==> config.mk <==
export PLATFORM = sky130hd
export DESIGN_NAME = instruction_sequencer
export DESIGN_NICKNAME = d
export VERILOG_FILES = /design/src/rtl/cpu_pkg.sv /design/src/rtl/instr_field_split.sv /design/src/rtl/instruction_sequencer.sv
export SDC_FILE = /design/constraint.sdc
export NUM_CORES = 1
export LEC_CHECK = 0
export ABC_AREA = 0
export CAP_MARGIN = 0
export CORE_ASPECT_RATIO = 0.6
export CORE_MARGIN = 2
export CORE_UTILIZATION = 40
export DETAILED_ROUTE_END_ITERATION = 8
export PLACE_DENSITY_LB_ADDON = 0.25
export REMOVE_ABC_BUFFERS = 1
export SYNTH_ARGS = -nofsm -noshare
export SYNTH_HDL_FRONTEND = slang
export SYNTH_HIERARCHICAL = 1
export SYNTH_SLANG_ARGS = --single-unit
==> constraint.sdc <==
create_clock -name clock -period 2 [get_ports clock]
set_clock_uncertainty 0.05 [all_clocks]
set_input_delay 0.4 -clock clock [delete_from_list [all_inputs] [get_ports clock]]
set_output_delay 0.4 -clock clock [all_outputs]
set_load 0.005 [all_outputs]
==> src/rtl/cpu_pkg.sv <==
// ============================================================================
// Module      : cpu_pkg
// Description : Shared instruction-format constants, opcodes and sequencer
//               state encoding for the instruction path.
// Revision    : 1.0 - initial release
// ============================================================================
`default_nettype none

package cpu_pkg;

  localparam int IW = 18;

  localparam int OPC_MSB = 17;
  localparam int OPC_LSB = 14;
  localparam int R1_MSB  = 13;
  localparam int R1_LSB  = 11;
  localparam int R2_MSB  = 10;
  localparam int R2_LSB  = 8;
  localparam int IMM_MSB = 7;
  localparam int IMM_LSB = 0;

  localparam logic [3:0] OP_NOP   = 4'h0;
  localparam logic [3:0] OP_LOAD  = 4'h1;
  localparam logic [3:0] OP_ADD   = 4'h2;
  localparam logic [3:0] OP_SUB   = 4'h3;
  localparam logic [3:0] OP_AND   = 4'h4;
  localparam logic [3:0] OP_OR    = 4'h5;
  localparam logic [3:0] OP_XOR   = 4'h6;
  localparam logic [3:0] OP_STORE = 4'h7;
  localparam logic [3:0] OP_HALT  = 4'hF;

  typedef enum logic [2:0] {
    SEQ_IDLE   = 3'd0,
    SEQ_FETCH  = 3'd1,
    SEQ_DECODE = 3'd2,
    SEQ_ISSUE  = 3'd3,
    SEQ_DONE   = 3'd4
  } seq_state_t;

endpackage

`default_nettype wire

==> src/rtl/instr_field_split.sv <==
// ============================================================================
// Module      : instr_field_split
// Description : Combinational split of one instruction word into opcode,
//               register IDs and immediate.
// Revision    : 1.0 - initial release
// ============================================================================
`default_nettype none

module instr_field_split #(
  parameter int IW = 18
) (
  input  logic [IW-1:0] instr,
  output logic [3:0]    opcode,
  output logic [2:0]    reg1,
  output logic [2:0]    reg2,
  output logic [7:0]    imm
);
  import cpu_pkg::*;

  assign opcode = instr[OPC_MSB:OPC_LSB];
  assign reg1   = instr[R1_MSB:R1_LSB];
  assign reg2   = instr[R2_MSB:R2_LSB];
  assign imm    = instr[IMM_MSB:IMM_LSB];

endmodule

`default_nettype wire

==> src/rtl/instruction_sequencer.sv <==
// ============================================================================
// Module      : instruction_sequencer
// Description : Steps a PC through stored instructions, decodes each word and
//               issues it over a valid/ready handshake. Build option
//               SEQ_LOOP_EN repeats the program instead of finishing.
// Revision    : 1.0 - initial release
// ============================================================================
`default_nettype none

module instruction_sequencer #(
  parameter int DEPTH = 10,
  parameter int IW    = 18
) (
  input  logic          clock,
  input  logic          reset_n,
  input  logic          run,
  input  logic          stop,
  input  logic [3:0]    instr_count,
  input  logic [IW-1:0] mem_rdata,
  output logic [3:0]    mem_addr,
  output logic [3:0]    opCode,
  output logic [2:0]    regID1,
  output logic [2:0]    regID2,
  output logic [7:0]    immValue,
  output logic          issue_valid,
  input  logic          issue_ready,
  output logic          busy,
  output logic          done
);
  import cpu_pkg::*;

  localparam logic [3:0] C_DEPTH = 4'(DEPTH);

  seq_state_t    r_state;
  logic [3:0]    r_pc;
  logic [3:0]    r_eff;
  logic [IW-1:0] r_ir;
  logic          r_settle;

  logic [3:0]    w_eff;
  logic [3:0]    w_pc_next;
  logic [3:0]    w_opcode;
  logic [2:0]    w_reg1;
  logic [2:0]    w_reg2;
  logic [7:0]    w_imm;

  assign w_eff     = (instr_count > C_DEPTH) ? C_DEPTH : instr_count;
  assign w_pc_next = r_pc + 4'd1;
  assign mem_addr  = r_pc;

  instr_field_split #(
    .IW (IW)
  ) u_split (
    .instr  (r_ir),
    .opcode (w_opcode),
    .reg1   (w_reg1),
    .reg2   (w_reg2),
    .imm    (w_imm)
  );

  always_ff @(posedge clock or negedge reset_n) begin
    if (!reset_n) begin
      r_state     <= SEQ_IDLE;
      r_pc        <= 4'd0;
      r_eff       <= 4'd0;
      r_ir        <= '0;
      r_settle    <= 1'b0;
      opCode      <= 4'd0;
      regID1      <= 3'd0;
      regID2      <= 3'd0;
      immValue    <= 8'd0;
      issue_valid <= 1'b0;
      busy        <= 1'b0;
      done        <= 1'b0;
    end else if (stop) begin
      r_state     <= SEQ_IDLE;
      r_pc        <= 4'd0;
      r_eff       <= 4'd0;
      r_ir        <= '0;
      r_settle    <= 1'b0;
      opCode      <= 4'd0;
      regID1      <= 3'd0;
      regID2      <= 3'd0;
      immValue    <= 8'd0;
      issue_valid <= 1'b0;
      busy        <= 1'b0;
      done        <= 1'b0;
    end else begin
      done <= 1'b0;
      case (r_state)
        SEQ_IDLE: begin
          if (run) begin
            r_pc  <= 4'd0;
            r_eff <= w_eff;
            busy  <= 1'b1;
            if (w_eff == 4'd0) begin
              r_state  <= SEQ_DONE;
              r_settle <= 1'b1;
            end else begin
              r_state <= SEQ_FETCH;
            end
          end
        end
        SEQ_FETCH: begin
          r_ir    <= mem_rdata;
          r_state <= SEQ_DECODE;
        end
        SEQ_DECODE: begin
          opCode   <= w_opcode;
          regID1   <= w_reg1;
          regID2   <= w_reg2;
          immValue <= w_imm;
          if (w_opcode == OP_HALT) begin
            r_state  <= SEQ_DONE;
            r_settle <= 1'b1;
          end else begin
            r_state     <= SEQ_ISSUE;
            issue_valid <= 1'b1;
          end
        end
        SEQ_ISSUE: begin
          if (issue_ready) begin
            issue_valid <= 1'b0;
            if (w_pc_next == r_eff) begin
`ifdef SEQ_LOOP_EN
              r_pc    <= 4'd0;
              r_state <= SEQ_FETCH;
`else
              r_state <= SEQ_DONE;
              done    <= 1'b1;
`endif
            end else begin
              r_pc    <= w_pc_next;
              r_state <= SEQ_FETCH;
            end
          end
        end
        SEQ_DONE: begin
          // HALT and zero-count exits spend one settle cycle here before done pulses
          if (r_settle) begin
            r_settle <= 1'b0;
            done     <= 1'b1;
          end else begin
            r_state <= SEQ_IDLE;
            busy    <= 1'b0;
          end
        end
        default: r_state <= SEQ_IDLE;
      endcase
    end
  end

endmodule

`default_nettype wire

==> results of run 1 <==
kinds of logic after synthesis:
logic type | count (synthesis) | share of synthesized area
compound gates | 59 | 0.134
xor+xnor | 5 | 0.0243
buf+inv | 36 | 0.0865
simple gates | 115 | 0.222
mux | 3 | 0.0121
flops | 51 | 0.516
fa+ha+maj | 1 | 0.00506
cell usage in the layout (no fill, tap or decap), types with 2 or more instances in the layout:
cell type / netlist / routed
o211ai_1: 2 / 2
nand3_1: 7 / 7
xnor2_1: 3 / 3
a21oi_1: 42 / 42
a211oi_1: 2 / 2
buf_4: 19 / 13
clkdlybuf4s50_1: 0 / 49
buf_2: 6 / 2
nor2_1: 10 / 10
nand2_1: 75 / 75
nor4_1: 2 / 2
inv_1: 5 / 5
dfrtp_1: 51 / 51
clkbuf_8: 0 / 5
mux2i_1: 3 / 3
nor3_2: 2 / 2
nand3b_1: 2 / 2
a31oi_1: 3 / 3
o21ai_0: 3 / 3
nand2b_1: 5 / 5
layer usage:
metal	share of wire	track usage
met3	0.045	0.0412
met4	0.013	0.0543
met1	0.52	0.257
met5	0	0
met2	0.42	0.240
registers in the layout, summed over array words and instances (netlist names), 3 cells and up:
name	count
immValue	8
mem_addr	4
opCode	4
r_eff	4
r_ir	18
r_state	3
regID1	3
regID2	3
power by group:
part | total [mW] | switching [mW] | internal [mW] | leakage [nW]
registers | 1.13 | 0.0500 | 1.08 | 0.701
logic | 0.341 | 0.179 | 0.163 | 0.527
clock network | 0.708 | 0.342 | 0.366 | 0.0502
worst max-delay path by stage:
stage	start	endpoint	slack, ns	cells after the start
5_1_grt	mem_addr[1]	mem_addr[2]	0.006	5
2_1_floorplan	mem_addr[0]	mem_addr[2]	0.19	5
6_report	mem_addr[1]	mem_addr[2]	0.13	5
4_1_cts	r_state[0]	r_ir[14]	0.11	4
3_3_place_gp	instr_count[1]	r_settle	-0.02	5
3_5_place_dp	instr_count[1]	r_settle	-0.07	5
timing repair:
action / 4_1_cts / 5_1_grt
setup endpoints to repair: 0 / 6
hold buffers: 1 / 0
hold endpoints to repair: 10 / 0
resized for setup: 0 / 1
setup buffers: 0 / 0
worst register-to-register path, stage by stage, from the launching register on:
cell      delay (ns)
dfrtp_1         0.41
ha_1            0.32
xor2_1          0.28
nor3_2          0.13
a211o_1         0.36
o311ai_1        0.23
cell type report:
class	instances	area, µm²	share of cell area
sequential	51	1280	0.409
multi-input combinational	183	985	0.316
timing repair buffer	66	628	0.201
tap	84	105	0.0337
clock buffer	5	68.8	0.0221
clock inverter	2	37.5	0.0120
inverter	5	18.8	0.00602
per-stage QoR:
stage	cell area (µm²)	utilization
global route	3120	0.515
CTS	3120	0.515
global placement	3000	0.496
finish	3120	0.515
detailed placement	3000	0.496
floorplan	2280	-
==> summary.txt, run 1 <==
Top cell type's share of synthesized area -> 0.516
Share of cells above drive strength 1 -> 0.0994
Number of diodes -> 0
Max Clk Rate -> 534 MHz
Initial antenna violation count -> 0
Synth async-reset ratio -> 1.00
RR Endpoint -> mem_addr[2]
Worst-Skew Late Latency -> 0.31 ns
Post-synth EDFFs -> 0
Clk sinks -> 51
P&R area growth vs syn -> 26.1%
Mapped Area -> 2470 µm²
Port Buffers -> 51
Routed Antenna Nets -> 0
Hold Crit Depth -> 2
Final Cycle Share -> 0.937
Detailed Routing Iterations Pass 1 -> 4
GR Overflow Total -> 0
Critical Path Sink Type -> register
Hold Path Sink -> immValue[2]
Most frequent cell after synthesis -> nand2_1
Design Power -> 2.18 mW
Slew HR -> 0.594
Die Ht -> 64.9 µm
Tmin final -> 1.87 ns
Flop2flop setup slack -> 0.13 ns
Num ports -> 52
Max-slew violations -> 0
Register bit count reported by yosys -> 51
Top delay family on crit path -> compound AO/OA/AOI/OAI gates
Worst-path maximum fanout -> 4
Slowest stage delay, CP -> 0.41 ns
Register area share after synthesis -> 0.516
Arr. time, crit path -> 2.03 ns
Worst Path Buf+Inv -> 0
Non-filler cells, final -> 396
Placeable Area -> 6060 µm²
Mean Syn Cell Area -> 9.16 µm²
Filler cells -> 579
Main synth FF type -> dfrtp_1
Drt drc -> 0
Reg2reg path depth -> 5
Worst slew pin tran -> 0.610 ns
Power per cell area -> 698 nW/µm²
CTS tree -> done
Die area -> 6850 µm²
Critical Path Slowest Stage Cell -> dfrtp_1
Setup TNS -> 0 ns
RSZ-0062 raised after global routing -> false
Placer Congestion -> 0.833
Critical path startpoint category -> register
H-tree Lvls -> 2
Most frequent cells after synthesis -> nand2_1, dfrtp_1, a21oi_1, buf_4, nor2_1
Synth area leader -> dfrtp_1
Synth cell types -> 40
Reg2reg start -> mem_addr[1]
Crit path kind -> reg -> reg
Leakage -> 1.28 nW
CP Cell Sequence -> ha_1 -> xor2_1 -> nor3_2 -> a211o_1 -> o311ai_1
Rows -> 22
Synth top area cells -> dfrtp_1, nand2_1, a21oi_1
WL final -> 5.41 mm
Hold/Removal Path Class -> in -> reg
Via Count -> 1,998
Vias in the first global route -> 1,825
Synth warn -> 6
Hold_sp -> stop
Outcome -> finished, final reports clean
Setup violations, final -> 0
Starting Density -> 0.408
Clk buf depth -> 2
Final WS setup -> 0.126 ns
First-pass GRT wire length -> 9.01 mm
DR vias/cell -> 5.05
Post-DP HPWL -> 3.79 mm
Die X-Extent -> 106 µm
WL per Instance -> 13.7 µm
Max-cap viol count -> 0
Hold Slack -> 0.313 ns
Mapped Cells -> 270
Dpl ws -> -0.0738 ns
Clk root buf -> clkbuf_8
Largest net degree at the start of global routing -> 42
Initial DRC count -> 152
Final hold violation count -> 0
Placed insts -> 388
CP required -> 2.16 ns
CTS clk-pin slew, worst paths -> 0.09 ns
Nets -> 340
CTS buffer count -> 5
All-Layer GR Usage -> 0.171
VDD IR max -> 0.392 mV
(Power assumes the default switching activity.)
==> inputs of run 2 (changes only) <==
--- a/config.mk
+++ b/config.mk
@@ -12,7 +12,6 @@
 export CORE_UTILIZATION = 40
 export DETAILED_ROUTE_END_ITERATION = 8
 export PLACE_DENSITY_LB_ADDON = 0.25
-export REMOVE_ABC_BUFFERS = 1
 export SYNTH_ARGS = -nofsm -noshare
 export SYNTH_HDL_FRONTEND = slang
 export SYNTH_HIERARCHICAL = 1
==> run 2 against run 1 <==
  * Cell count increased by 1.0%
  * First-iteration DRC count decreased by 27%
  * Global-route usage increased by 0.47 points
  * Non-clock buffer count increased by 3
  * Utilization increased by 0.25 points
  * Power decreased by 3.5%
  * Register-to-register slack got worse by 0.03 ns
  * Wire length increased by 4.9%
  * Worst hold slack got worse by 0.29 ns
  * Combinational power increased by 5%
  * Critical endpoint unchanged
==> summary.txt, run 2 (synthesis results as in run 1) <==
Outcome -> finished, final reports clean
Area of the multi-input gates -> 991 µm²
Worst-Skew Late Latency -> 0.30 ns
DR vias/cell -> 4.98
Reg with most FFs -> r_ir
WL final -> 5.68 mm
Reg2reg start -> mem_addr[1]
Placeable Area -> 6060 µm²
Commonest non-fill, non-tap cells in the layout -> nand2_1, dfrtp_1, clkdlybuf4s50_1
Port Buffers -> 51
Routed Antenna Nets -> 0
Slew HR -> 0.584
Post-DP HPWL -> 4.01 mm
Max Clk Rate -> 526 MHz
All-Layer GR Usage -> 0.175
Worst-path maximum fanout -> 4
GR Overflow Total -> 0
Leakage -> 1.29 nW
Initial antenna violation count -> 0
Die area -> 6850 µm²
CP required -> 2.14 ns
Initial DRC count -> 111
Reg area -> 1280 µm²
Hold Slack -> 0.0245 ns
Syn Nets -> 298
Vias in the first global route -> 1,902
VDD IR max -> 0.292 mV
Dpl ws -> -0.00277 ns
Filler cells -> 597
Setup violations, final -> 0
Critical path startpoint category -> register
CTS clk-pin slew, worst paths -> 0.10 ns
RR Endpoint -> mem_addr[2]
Placed insts -> 392
Critical Path Sink Type -> register
Number of diodes -> 0
P&R area growth vs syn -> 26.7%
Non-filler cells, final -> 400
Die X-Extent -> 106 µm
Final WS setup -> 0.100 ns
Worst slew pin tran -> 0.624 ns
Critical Path Slowest Stage Cell -> dfrtp_1
Final hold violation count -> 0
Via Count -> 1,991
Reg2reg path depth -> 5
Design Power -> 2.10 mW
Max reg flops -> 18
CTS tree -> done
Core Util, Final -> 0.518
CTS buffer count -> 5
Slowest stage delay, CP -> 0.43 ns
Leading cell type in the layout, fill and taps excluded -> nand2_1
Largest net degree at the start of global routing -> 31
Hold/Removal Path Class -> in -> async
Nets -> 343
Arr. time, crit path -> 2.04 ns
Detailed Routing Iterations Pass 1 -> 4
Drt drc -> 0
DP Area -> 3030 µm²
Placer Congestion -> 0.844
Rows -> 22
Power per cell area -> 670 nW/µm²
First-pass GRT wire length -> 9.42 mm
Post-route cell area -> 3130 µm²
Flop2flop setup slack -> 0.10 ns
Top flop regs -> r_ir x18, immValue x8
H-tree Lvls -> 2
Max-slew violations -> 0
Final Cycle Share -> 0.950
Clk root buf -> clkbuf_8
Share of cells above drive strength 1 -> 0.111
Num ports -> 52
Clk buf depth -> 2
Max-cap viol count -> 0
Crit path kind -> reg -> reg
CTS Hold Bufs -> 0
Tmin final -> 1.90 ns
Setup TNS -> 0 ns
Starting Density -> 0.408
RSZ-0062 raised after global routing -> false
WL per Instance -> 14.2 µm
CP Cell Sequence -> ha_1 -> xor3_2 -> nor3_2 -> a211o_1 -> o311ai_1
Die Ht -> 64.9 µm
Clk sinks -> 51
[run 2: changes by cell type in the layout (fill, tap and decap cells not counted)]
cell,before,now
buf_4,13,17
bufinv_16,1,0
clkbuf_1,0,1
clkbuf_8,5,6
clkinv_4,0,1
clkinvlp_4,1,0
dlygate4sd3_1,1,0
or3_1,1,2
or3_2,1,0
xor2_1,1,0
xor2_2,0,1
[run 2: how the worst max path moves through the flow]
stage / end / cells after the start / slack, ns / from
floorplan: mem_addr[2] / 5 / 0.19 / mem_addr[0]
global placement: r_settle / 5 / 0.02 / instr_count[1]
detailed placement: r_settle / 5 / -0.003 / instr_count[1]
CTS: mem_addr[2] / 5 / 0.08 / mem_addr[1]
global route: mem_addr[2] / 5 / 0.0006 / mem_addr[1]
finish: mem_addr[2] / 5 / 0.10 / mem_addr[1]
[run 2: repair_timing]
item / CTS / global route
setup endpoints to repair: 0 / 1
buffers inserted: 0 / 0
resized for setup: 0 / 1
[run 2: final cells by class]
class                           instances  share of cell area
Sequential cell                        51               0.407
Clock inverter                          1             0.00279
Tap cell                               84              0.0335
Multi-Input combinational cell        183               0.316
Timing Repair Buffer                   69               0.207
Inverter                                5             0.00599
Clock buffer                            7              0.0275
[run 2: routing by layer]
metal / wire length, µm / GRT usage / part of all wire / vias up
met4: 29 / 0.0362 / 0.0051 / 0
li1: - / - / - / 986
met5: 0 / 0 / 0 / -
met1: 3090 / 0.270 / 0.54 / 957
met3: 286 / 0.0463 / 0.050 / 5
met2: 2280 / 0.245 / 0.40 / 43
[run 2: worst max-delay path, delay by kind of cell, from the launching register on]
| family | cells | cell delay (ns) |
|---|---|---|
| compound gates | 2 | 0.60 |
| flops | 1 | 0.43 |
| xor+xnor | 1 | 0.42 |
| fa+ha+maj | 1 | 0.23 |
| simple gates | 1 | 0.06 |
[run 2: power by group]
| group | switching (mW) | leakage (nW) | internal, mW |
|---|---|---|---|
| combinational | 0.190 | 0.542 | 0.169 |
| clock | 0.333 | 0.0484 | 0.284 |
| sequential | 0.0462 | 0.701 | 1.08 |
| total | 0.569 | 1.29 | 1.53 |
==> inputs of run 3 (changes only) <==
--- a/config.mk
+++ b/config.mk
@@ -9,9 +9,10 @@
 export CAP_MARGIN = 0
 export CORE_ASPECT_RATIO = 0.6
 export CORE_MARGIN = 2
-export CORE_UTILIZATION = 40
+export CORE_UTILIZATION = 51
 export DETAILED_ROUTE_END_ITERATION = 8
 export PLACE_DENSITY_LB_ADDON = 0.25
+export REMOVE_ABC_BUFFERS = 1
 export SYNTH_ARGS = -nofsm -noshare
 export SYNTH_HDL_FRONTEND = slang
 export SYNTH_HIERARCHICAL = 1
==> run 3 against run 2 <==
  * First-iteration DRC count grew 43%
  * Global-route usage grew 3.9 points
  * Critical path depth is the same
  * Sequential cell count is the same
  * Wire length shrank 4.6%
  * Worst hold slack gained 0.30 ns
  * Setup slack gained 0.0044 ns
  * Sequential share of layout area grew 0.13 points
  * Sequential power is essentially flat
  * Power grew 10%
  * Critical path type unchanged
  * Critical endpoint unchanged
  * Largest cell class unchanged
  * Highest routed layer unchanged
==> summary.txt, run 3 (synthesis results as in run 1) <==
Top delay family on crit path -> compound AO/OA/AOI/OAI gates
Final Cycle Share -> 0.948
Power share of the combinational group -> 0.151
Sw frac -> 0.246
Critical Path Sink Type -> register
Reg power frac -> 0.487
All-Layer GR Usage -> 0.214
GR Layer Usage met1 -> 0.313
Max-slew violations -> 0
Rows -> 19
CP Cell Sequence -> ha_1 -> xor3_2 -> nor3_4 -> a211o_1 -> o311ai_1
Critical Path Slowest Stage Cell -> xor3_2
M2 GR Usage -> 0.310
Clock power share -> 0.362
P&R area growth vs syn -> 26.3%
Busiest grt layer -> met1
Number of diodes -> 0
Drt drc -> 0
H-tree Lvls -> 2
Max Clk Rate -> 528 MHz
Commonest non-fill, non-tap cells in the layout -> nand2_1, dfrtp_1, clkdlybuf4s50_1
DP Area -> 2970 µm²
Outcome -> finished, final reports clean
Clk sinks -> 51
Hold/Removal Path Class -> in -> reg
Setup violations, final -> 0
Reg2reg path depth -> 5
Nets -> 339
Worst Path Buf+Inv -> 0
Num ports -> 52
Arr. time, crit path -> 2.05 ns
WL final -> 5.42 mm
DR vias/cell -> 5.33
Placeable Area -> 4610 µm²
GR Overflow Total -> 0
Core Util, Final -> 0.677
Tmin final -> 1.90 ns
Clk buf depth -> 2
Critical path origin -> mem_addr[1]
Worst-path maximum fanout -> 4
CTS buffer count -> 5
RR Endpoint -> mem_addr[2]
Largest net degree at the start of global routing -> 45
Worst Setup EP -> mem_addr[2]
CTS tree -> done
Post-route cell area -> 3120 µm²
Flop2flop setup slack -> 0.10 ns
Leakage -> 1.29 nW
Dpl ws -> -0.149 ns
Setup TNS -> 0 ns
Clk root buf -> clkbuf_8
Slowest stage delay, CP -> 0.45 ns
Post-DP HPWL -> 3.73 mm
Max-cap viol count -> 0
Reg with most FFs -> r_ir
Detailed Routing Iterations Pass 1 -> 4
Starting Density -> 0.536
Leading cell type in the layout, fill and taps excluded -> nand2_1
Via Count -> 1,999
Initial antenna violation count -> 0
Share of cells above drive strength 1 -> 0.0962
Vias in the first global route -> 1,840
First-pass GRT wire length -> 8.83 mm
Port Buffers -> 51
RSZ-0062 raised after global routing -> false
GR Util met3 -> 0.0572
Design Power -> 2.31 mW
CTS clk-pin slew, worst paths -> 0.09 ns
Crit path kind -> reg -> reg
Internal Pwr Total -> 1.74 mW
Die X-Extent -> 93.9 µm
WL per Instance -> 14.4 µm
Final hold violation count -> 0
Worst slew pin tran -> 0.619 ns
Reg2reg start -> mem_addr[1]
Initial DRC count -> 159
Critical path startpoint category -> register
Max reg flops -> 18
Power per cell area -> 739 nW/µm²
Die Ht -> 57.9 µm
Final WS setup -> 0.105 ns
Critical Path Stages -> 5
Placer Congestion -> 0.854
Die area -> 5440 µm²
CP required -> 2.16 ns
Sw Pwr -> 568 µW
VDD IR max -> 0.400 mV
Routed Antenna Nets -> 0
Top flop regs -> r_ir x18, immValue x8
Worst-Skew Late Latency -> 0.30 ns
Slew HR -> 0.588
run 3: worst min-delay path by stage:
stage | startpoint | to | depth (start not counted)
floorplan | reset_n | busy | 0
global placement | reset_n | r_eff[0] | 1
detailed placement | reset_n | r_eff[0] | 1
CTS | stop | r_settle | 2
global route | stop | r_settle | 2
finish | stop | r_settle | 2
run 3: layer usage:
layer  share of wire  wire length [µm]
met2            0.45              2410
met4           0.013                72
met1            0.46              2520
met3           0.076               413
met5               0                 0
run 3: power groups by stage:
stage | Clock [mW] | Combinational (mW) | Sequential [mW]
3_5_place_dp | 0 | 0.344 | 1.14
6_report | 0.837 | 0.349 | 1.12
3_3_place_gp | 0 | 0.340 | 1.14
2_1_floorplan | 0 | 0.155 | 1.14
5_1_grt | 0.902 | 0.387 | 1.13
4_1_cts | 0.847 | 0.348 | 1.12
run 3: stage by stage:
step	hold slack (ns)	std cells
floorplan	0.0544	239
global placement	0.247	366
detailed placement	0.246	366
CTS	0.312	375
global route	0.312	375
finish	0.322	375
run 3: final cells by class:
class	count	area, µm²
clock inverter	2	60.1
fill	384	1490
timing repair buffer	65	621
sequential	51	1280
clock buffer	6	72.6
inverter	5	18.8
multi-input combinational	183	997
tap	63	78.8
run 3: worst register-to-register path, stage by stage (launching register included):
cell	delay, ns
dfrtp_1	0.42
ha_1	0.23
xor3_2	0.45
nor3_4	0.06
a211o_1	0.37
o311ai_1	0.23
run 3: timing repair:
item,CTS,global route
setup buffers,0,0
setup endpoints to repair,0,2
resized for setup,0,2
hold buffers,1,0
endpoints found under the hold margin,11,0
